[config.mk]
export PLATFORM = sky130hd
export DESIGN_NAME = atm_ledger_arbiter
export DESIGN_NICKNAME = d
export VERILOG_FILES = /design/src/rtl/atm_ledger_arbiter.sv
export SDC_FILE = /design/constraint.sdc
export NUM_CORES = 1
export LEC_CHECK = 0
export ABC_CLOCK_PERIOD_IN_PS = 3250
export CORE_MARGIN = 8
export CORE_UTILIZATION = 45
export DETAILED_ROUTE_END_ITERATION = 7
export DONT_BUFFER_PORTS = 1
export SLEW_MARGIN = 15
export SYNTH_ARGS = -nofsm -noshare
export SYNTH_HDL_FRONTEND = slang
export SYNTH_SLANG_ARGS = --single-unit
[constraint.sdc]
create_clock -name clk_i -period 3.25 [get_ports clk_i]
set_input_delay 0.325 -clock clk_i [delete_from_list [all_inputs] [get_ports clk_i]]
set_output_delay 0.325 -clock clk_i [all_outputs]
set_load 0.1 [all_outputs]
[src/rtl/atm_ledger_arbiter.sv]
// Account-balance owner for the ATM: round-robin arbitration between deposit, withdraw
// and transfer requesters, with funds, daily-limit and overflow checks before each commit.
module atm_ledger_arbiter #(
  parameter int unsigned      BAL_W        = 32,
  parameter logic [BAL_W-1:0] INIT_BALANCE = BAL_W'(100000),
  parameter logic [BAL_W-1:0] DAILY_LIMIT  = BAL_W'(20000)
) (
  input  logic             clk_i,
  input  logic             rst_ni,
  input  logic [2:0]       req_i,
  input  logic [BAL_W-1:0] dep_amount_i,
  input  logic [BAL_W-1:0] wd_amount_i,
  input  logic [BAL_W-1:0] xfer_amount_i,
  input  logic             session_active_i,
  input  logic             day_rollover_i,
  output logic [2:0]       grant_o,
  output logic             done_o,
  output logic [1:0]       status_o,
  output logic [BAL_W-1:0] balance_o,
  output logic [BAL_W-1:0] spent_today_o,
  output logic             busy_o
);

  typedef enum logic [2:0] {
    IDLE,
    CHECK,
    COMMIT,
    RESP,
    WAIT_DROP
  } state_e;

  localparam logic [1:0] ST_OK    = 2'b00;
  localparam logic [1:0] ST_FUNDS = 2'b01;
  localparam logic [1:0] ST_LIMIT = 2'b10;
  localparam logic [1:0] ST_OVF   = 2'b11;

  localparam logic [1:0] IDX_DEP  = 2'd0;
  localparam logic [1:0] IDX_WD   = 2'd1;
  localparam logic [1:0] IDX_XFER = 2'd2;

  state_e           state_q, state_d;
  logic [1:0]       winner_q, winner_d;
  logic [1:0]       last_q, last_d;
  logic [BAL_W-1:0] amt_q, amt_d;
  logic [1:0]       chk_q, chk_d;
  logic [BAL_W-1:0] bal_q, bal_d;
  logic [BAL_W-1:0] spent_q, spent_d;
  logic [2:0]       grant_q, grant_d;
  logic             done_q, done_d;
  logic [1:0]       status_q, status_d;

  logic             pick_valid;
  logic [1:0]       pick_idx;
  logic [1:0]       cand;
  logic [BAL_W-1:0] pick_amt;
  logic [BAL_W:0]   dep_sum;
  logic [BAL_W:0]   debit_sum;
  logic [1:0]       chk_status;

  function automatic logic [1:0] rr_next(input logic [1:0] idx);
    return (idx == IDX_XFER) ? IDX_DEP : idx + 2'd1;
  endfunction

  // Round-robin scan starting just after the last requester served.
  always_comb begin
    pick_valid = 1'b0;
    pick_idx   = IDX_DEP;
    cand       = rr_next(last_q);
    for (int k = 0; k < 3; k++) begin
      if (!pick_valid && req_i[cand]) begin
        pick_valid = 1'b1;
        pick_idx   = cand;
      end
      cand = rr_next(cand);
    end
  end

  always_comb begin
    case (pick_idx)
      IDX_DEP: pick_amt = dep_amount_i;
      IDX_WD:  pick_amt = wd_amount_i;
      default: pick_amt = xfer_amount_i;
    endcase
  end

  // Funds shortfall outranks the daily-limit check for debits.
  always_comb begin
    dep_sum    = {1'b0, bal_q} + {1'b0, amt_q};
    debit_sum  = {1'b0, spent_q} + {1'b0, amt_q};
    chk_status = ST_OK;
    if (winner_q == IDX_DEP) begin
      if (dep_sum[BAL_W]) begin
        chk_status = ST_OVF;
      end
    end else if (amt_q > bal_q) begin
      chk_status = ST_FUNDS;
    end else if (debit_sum > {1'b0, DAILY_LIMIT}) begin
      chk_status = ST_LIMIT;
    end
  end

  always_comb begin
    state_d  = state_q;
    winner_d = winner_q;
    last_d   = last_q;
    amt_d    = amt_q;
    chk_d    = chk_q;
    bal_d    = bal_q;
    spent_d  = spent_q;
    grant_d  = 3'b000;
    done_d   = 1'b0;
    status_d = ST_OK;

    // Rollover clears first so a same-cycle debit commit leaves spent equal to amt.
    if (day_rollover_i) begin
      spent_d = '0;
    end

    case (state_q)
      IDLE: begin
        if (pick_valid && session_active_i) begin
          winner_d = pick_idx;
          last_d   = pick_idx;
          amt_d    = pick_amt;
          state_d  = CHECK;
        end
      end
      CHECK: begin
        chk_d   = chk_status;
        state_d = COMMIT;
      end
      COMMIT: begin
        if (chk_q == ST_OK) begin
          if (winner_q == IDX_DEP) begin
            bal_d = bal_q + amt_q;
          end else begin
            bal_d   = bal_q - amt_q;
            spent_d = spent_d + amt_q;
          end
        end
        state_d = RESP;
      end
      RESP: begin
        done_d   = 1'b1;
        grant_d  = 3'b001 << winner_q;
        status_d = chk_q;
        state_d  = WAIT_DROP;
      end
      WAIT_DROP: begin
        if (!req_i[winner_q]) begin
          state_d = IDLE;
        end
      end
      default: begin
        state_d = IDLE;
      end
    endcase
  end

  always_ff @(posedge clk_i or negedge rst_ni) begin
    if (!rst_ni) begin
      state_q  <= IDLE;
      winner_q <= IDX_DEP;
      last_q   <= IDX_XFER;
      amt_q    <= '0;
      chk_q    <= ST_OK;
      bal_q    <= INIT_BALANCE;
      spent_q  <= '0;
      grant_q  <= 3'b000;
      done_q   <= 1'b0;
      status_q <= ST_OK;
    end else begin
      state_q  <= state_d;
      winner_q <= winner_d;
      last_q   <= last_d;
      amt_q    <= amt_d;
      chk_q    <= chk_d;
      bal_q    <= bal_d;
      spent_q  <= spent_d;
      grant_q  <= grant_d;
      done_q   <= done_d;
      status_q <= status_d;
    end
  end

  assign grant_o       = grant_q;
  assign done_o        = done_q;
  assign status_o      = status_q;
  assign balance_o     = bal_q;
  assign spent_today_o = spent_q;
  assign busy_o        = (state_q != IDLE);

endmodule

== Word level (Yosys, flattened, before mapping) ==
Index checks and enable logic that the tools add are counted.

* Flip-flop bits (word level): 111
* Output and inout bits: 71
* Word-level logic and storage cells: 81

* Add/sub/neg operators: 8
* Magnitude comparators: 6
* Eq/ne operators: 10
* Shifts and indexed selects: 1
* Multiplexer cells: 33
* Reductions and logical operators: 13

{| class="wikitable"
|+ Operators by type and width
! operator !! number
|-
| $mux 32 || 5
|-
| $add 32x32->33 || 2
|-
| $add 32x32->32 || 2
|-
| $pmux 32 s2 || 1
|-
| $gt 33x15->1 const B || 1
|-
| $gt 32x32->1 || 1
|-
| $sub 32x32->32 || 1
|-
| $mux 2 || 11
|-
| $pmux 3 s5 || 1
|-
| $lt 2x3->1 const B || 4
|-
| $mux 3 || 3
|-
| $bmux 1 s2 || 4
|-
| $mux 1 || 8
|-
| $add 2x1->2 const B || 3
|-
| $eq 2x2->1 const B || 3
|-
| $eq 3x2->1 const B || 2
|-
| $logic_not 2->1 || 3
|-
| $reduce_and 2->1 || 3
|-
| $ne 2x2->1 const B || 2
|-
| $eq 3x1->1 const B || 1
|-
| $eq 3x3->1 const B || 1
|-
| $logic_and 1x1->1 || 3
|-
| $logic_not 3->1 || 1
|-
| $reduce_bool 3->1 || 1
|-
| 3 further kinds || 4
|}

== Logic depth before layout (Yosys ltp) ==
* Depth in word-level cells: 14
* Depth in mapped cells: 15
* Mapped depth without buffers: 15

== Worst setup path before layout ==
No wires, ideal clock.

* Kind: reg2reg
* Start: register spent_q[0] (netlist: spent_today_o[0])
* End: register chk_q[1]
* Arrival: 3725 ps
* Required time: 3108 ps
* Path slack: -617 ps
* Stages on the path, launching flop included: 14
* Path buffers: 0
* Path through: dfrtp_1 -> ha_1 -> fa_1 -> a211oi_2 -> o21bai_2 -> a2111oi_4 -> o21ai_2 -> a21o_1 -> a31oi_1 -> mux2i_1 -> a2111oi_2 -> nand4_1 -> o311ai_2 -> a31oi_1

* Cells in the longest elaborated chain, start to end: 5

{| class="wikitable"
|+ RTL lines
! item !! RTL line !! source
|-
| from (decl) || 47 || <nowiki>logic [BAL_W-1:0] spent_q, spent_d;</nowiki>
|-
| from (signal assigned) || 179 || <nowiki>spent_q <= spent_d;</nowiki>
|-
| $add 32x32->33 || 89 || <nowiki>debit_sum = {1'b0, spent_q} + {1'b0, amt_q};</nowiki>
|-
| $gt 33x15->1 || 97 || <nowiki>end else if (debit_sum > {1'b0, DAILY_LIMIT}) begin</nowiki>
|-
| $mux 2 || 97 ||
|-
| $mux 2 || 95 || <nowiki>end else if (amt_q > bal_q) begin</nowiki>
|-
| $mux 2 || 91 || <nowiki>if (winner_q == IDX_DEP) begin</nowiki>
|-
| to (signal assigned) || 177 || <nowiki>chk_q <= chk_d;</nowiki>
|-
| to (decl) || 45 || <nowiki>logic [1:0] chk_q, chk_d;</nowiki>
|}

Every way passes these cells.
A chain may end at the register's enable or synchronous reset.

== Final worst setup path ==
* Start: register spent_q[0] (netlist: spent_today_o[0])
* End: register spent_q[20] (netlist: spent_today_o[20])

* Cells in the longest elaborated chain, start to end: 5

{| class="wikitable"
|+ RTL lines
! item !! RTL line !! source
|-
| $mux 32 || 115 || <nowiki>if (day_rollover_i) begin</nowiki>
|-
| $add 32x32->32 || 138 || <nowiki>spent_d = spent_d + amt_q;</nowiki>
|-
| $mux 32 || 134 || <nowiki>if (winner_q == IDX_DEP) begin</nowiki>
|-
| $mux 32 || 133 || <nowiki>if (chk_q == ST_OK) begin</nowiki>
|-
| $mux 32 || 119 || <nowiki>case (state_q)</nowiki>
|-
| via spent_d[20] || 47 ||
|}

The timed path passes the listed nets, and every way through them passes these cells.

==> reports/summary.md <==
The tightest min-delay check is of the in2reg type. For the pin with the worst max-slew slack, the measured transition is 0.883 ns. For the worst setup path, the data required time is 3.53 ns. The run gives 781 uV as the worst voltage drop across the vdd grid. Setup repair after global routing could not meet its margin everywhere. The total I/O pin count came out at 174. For this run, design rule violations remaining after detail routing come to 0. Averaged over all synthesized cells, the footprint is 7.93 um2. In this run the core area contains 58 standard-cell rows. For the final clock skew, the log shows 0.0105 ns.

The worst reg2reg path startpoint was spent_today_o[0]$_DFF_PN0_. After detailed routing, no signal wire sits above met4. Clock-pin slew was measured on the worst setup and hold paths at 0.08 ns. In this run the vertical extent of the chip is 175 um. The effective utilization at floorplan is 45.3%. Most instantiated flip-flop cell in the synthesis netlist: dfrtp_1. Dividing the final minimum period by the clock period gives 107%.

When the netlist entered floorplanning its net count stood at 1661. The number of max-capacitance violations reported is 0, and the shortest clock period the worst path allows after layout is 3.48 ns. The run gives 88 as the number of library cell types mapped by synthesis. The critical path in this run is classified as reg2reg. The final reports fail on setup timing. In this run the worst path has a maximum fanout of 4.

The flow ran to the end, but the final reports show violations. Among cell families on the critical path, the largest total delay comes from compound AO/OA/AOI/OAI gates. For this run, the number of Yosys warnings is 0.

The number of flops mapped to enable cells by yosys was 0; the first-pass iteration count of the detailed router was 5. The library cell used most frequently in the layout, excluding fill and tap cells, is buf_4. The length of routed met3 wiring is 1980 um, and the top cell type's share of synthesized area is 22.8%. By area the synthesized netlist is led by dfrtp_1 (23%), ha_1 (14%), nand2_1 (4.5%), a21oi_1 (4.4%), o21ai_0 (4.1%). In this run, synthesis produced a sequential element count of 110.

The wire length per cell is 19.5 um, and the total number of vias is 11.5k. The relative slew slack is 41.2%, and the post-layout net count is 1857. The worst stage delay on the critical path came out at 0.49 ns. In the synthesized netlist the async set-or-reset flop fraction comes to 100%. Dividing the detail-routed via count by the number of cells gives 5.85. After detailed placement, the total cell area comes to 13300 um2. On the critical path, the stage with the largest delay is an instance of dfrtp_4. The logs give 18100 um for the sum of met2 wire segment lengths after detailed routing and 111 for the pin count of the biggest net entering global routing.

The logs give 0 for the overflow left after global routing and 14200 um2 for the design area. The buffer depth of the longest clock path came out at 2. In this run, the number of DRC markers left after iteration 0 of detailed routing was 839. Synthesis produced 1427 cells. TritonCTS built the clock tree. During placement, the flow inserted port buffers numbering 0. The tools report the total setup violations reported at the end of the flow as 10. The tools report the worst slack after detailed placement as -0.167 ns. The number of max-slew violations in the final report was 0; the initial antenna violation count was 0. The number of global-route vias before repair is 11.2k.

The most area-hungry cell type in the Yosys netlist is dfrtp_1. Number of hold-slack violations in the final timing report: 0. The static leakage is 6.53 nW, and the area of the mapped netlist is 11300 um2.

The startpoint identified for the worst hold timing path is dep_amount_i[13]. The clock net in this run drives a total of 110 sinks. The first global-routing pass estimated 59900 um of wire. Fill cells in the final layout number 2354. The critical path startpoint was spent_today_o[0]$_DFF_PN0_. The layout-stage area growth over the synthesis result is 25.7%. After detailed routing, the wire length on met1 is 16600 um. The H-tree generated during clock tree synthesis spans 3 levels. Routability-driven placement finished with a final weighted congestion of 0.959.

The total power density per cell area is 1240 nW/um2. The tools report the arrival time at the worst endpoint as 3.76 ns. The final cell count without fillers came out at 1959. The die area is 30500 um2. STA classifies the critical path endpoint as a flop.

The core region is 25000 um2. At the later pin of the worst-skew pair, clock insertion delay measures 0.37 ns. Summed over all layers, the routed wires come to 38200 um. Of the cells placed in the final design, the portion with a size suffix greater than 1 is 26.3%. The cell at the root of the clock tree is clkbuf_16. Once detail routing completed, the nets flagged for antenna violations numbered 0. The critical path contains buffers and inverters numbering 3 combined.

The sum of net half-perimeters after detailed placement is 29400 um. After synthesis, flip-flops and latches occupy 24.4% of the total area. The worst setup path is launched from a flop. Number of instances in the placed design: 1917. Traced cell by cell, the critical path runs through buf_4, buf_6, nor2b_4, ha_4, inv_2, fa_2, nor2b_1, o21a_1, o21ai_2, a21oi_4, o2111ai_2, nand2b_1, a21o_1, a41o_1, or4_4, and3_4, o31ai_2. For this run, the top clock speed supported by timing is 287 MHz. Across every metal layer, demand over resource in global routing totals 24.2%.

Leaving out fill and tap cells, the most frequent cells in the layout are buf_4 (241), nand2_1 (134), nor2_1 (119), ha_1 (119), o21ai_0 (86). The number of clock buffers added by TritonCTS is 9. Measured along the x axis, the die boundary spans 175 um. The setup slack of the critical path after layout was -0.233 ns.
## registers in the layout, summed over array words and instances (netlist names)
name,cells
chk_q,2
status_o,2
state_q,3
spent_today_o,32
grant_o,3
amt_q,32
winner_q,2
done_o,1
last_q,1
balance_o,32
## layout make-up
type	count	area, um2	share of cell area (%)
inverter	81	304	2.14
tap	330	413	2.90
antenna	1	2.50	0.0176
timing repair buffer	249	1920	13.5
multi-input combinational	1172	8460	59.5
sequential	110	2850	20.0
clock inverter	5	33.8	0.237
clock buffer	11	243	1.71
## power breakdown
group	switching [mW]	leakage (nW)	internal, mW	total (mW)
Combinational	8.42	5.09	5.45	13.9
Sequential	0.738	1.31	1.95	2.69
Clock	0.599	0.132	0.545	1.14
Total	9.75	6.53	7.95	17.7
## routing by layer
metal	track usage, %	up-vias
met1	29.8	5442
met4	10.1	0
met3	4.79	67
li1	-	5593
met2	40.6	358
met5	0	-
## kinds of logic after synthesis
logic type | count (synthesis) | share of synthesized area (%)
AO/OA/AOI/OAI | 483 | 28.2
buffers and inverters | 145 | 5.15
multiplexers | 20 | 1.89
AND/OR/NAND/NOR | 467 | 20.1
flip-flops | 110 | 24.4
XOR/XNOR | 71 | 5.49
adder cells (fa/ha/maj) | 131 | 14.7
## cells in the mapped netlist, drive strengths merged (24+ instances only)
| master | n |
|---|---|
| nand2 | 136 |
| ha | 127 |
| o21ai | 127 |
| nor2 | 124 |
| dfrtp | 103 |
| a21oi | 100 |
| inv | 81 |
| nor2b | 49 |
| clkbuf | 48 |
| a31oi | 46 |
| xnor2 | 42 |
| a22oi | 36 |
| a21o | 31 |
| nor3 | 29 |
| xor2 | 29 |
| nand2b | 25 |
| a211oi | 24 |
| nand3 | 24 |
## stage by stage
step | util [%] | total power [mW] | hold slack [ns] | setup TNS, ns
finish | 57.0 | 17.7 | 0.0894 | -0.859
global route | 57.0 | 19.0 | 0.0817 | -2.79
CTS | 55.1 | 17.0 | 0.0796 | -0.376
detailed placement | 53.5 | 15.7 | 0.0343 | -0.913
global placement | 53.5 | 15.6 | 0.0348 | -0.464
floorplan | - | 11.7 | 0.0294 | -0.218
## repair_timing
item,in CTS,in global routing
hold buffers,2,0
endpoints found under the setup margin,13,25
pin swaps,11,56
buffers inserted,6,19
gates resized for setup,18,72
hold endpoints to repair,110,0
## path summary, 6_finish.rpt
| kind | endpoint | slack, ns | depth (start not counted) |
|---|---|---|---|
| worst min register to register | balance_o[12]$_DFFE_PN0P_ | 0.55 | 2 |
| worst min-delay path | amt_q[13]$_DFFE_PN0P_ | 0.09 | 2 |
| min in group asynchronous | balance_o[26]$_DFFE_PN0P_ | 0.55 | 2 |
| max in group asynchronous | spent_today_o[8]$_DFF_PN0_ | 2.15 | 2 |
| worst max-delay path | spent_today_o[20]$_DFF_PN0_ | -0.23 | 17 |
| worst max register to register | spent_today_o[20]$_DFF_PN0_ | -0.23 | 17 |
## worst reg2reg max path, stage by stage (launching register included)
cell	delay (ns)
dfrtp_4	0.49
buf_4	0.14
buf_6	0.11
nor2b_4	0.13
ha_4	0.16
inv_2	0.05
fa_2	0.19
nor2b_1	0.05
o21a_1	0.19
o21ai_2	0.19
a21oi_4	0.11
o2111ai_2	0.22
nand2b_1	0.14
a21o_1	0.21
a41o_1	0.22
or4_4	0.42
and3_4	0.18
o31ai_2	0.21
Note: power is estimated with default switching activity, not from simulation.
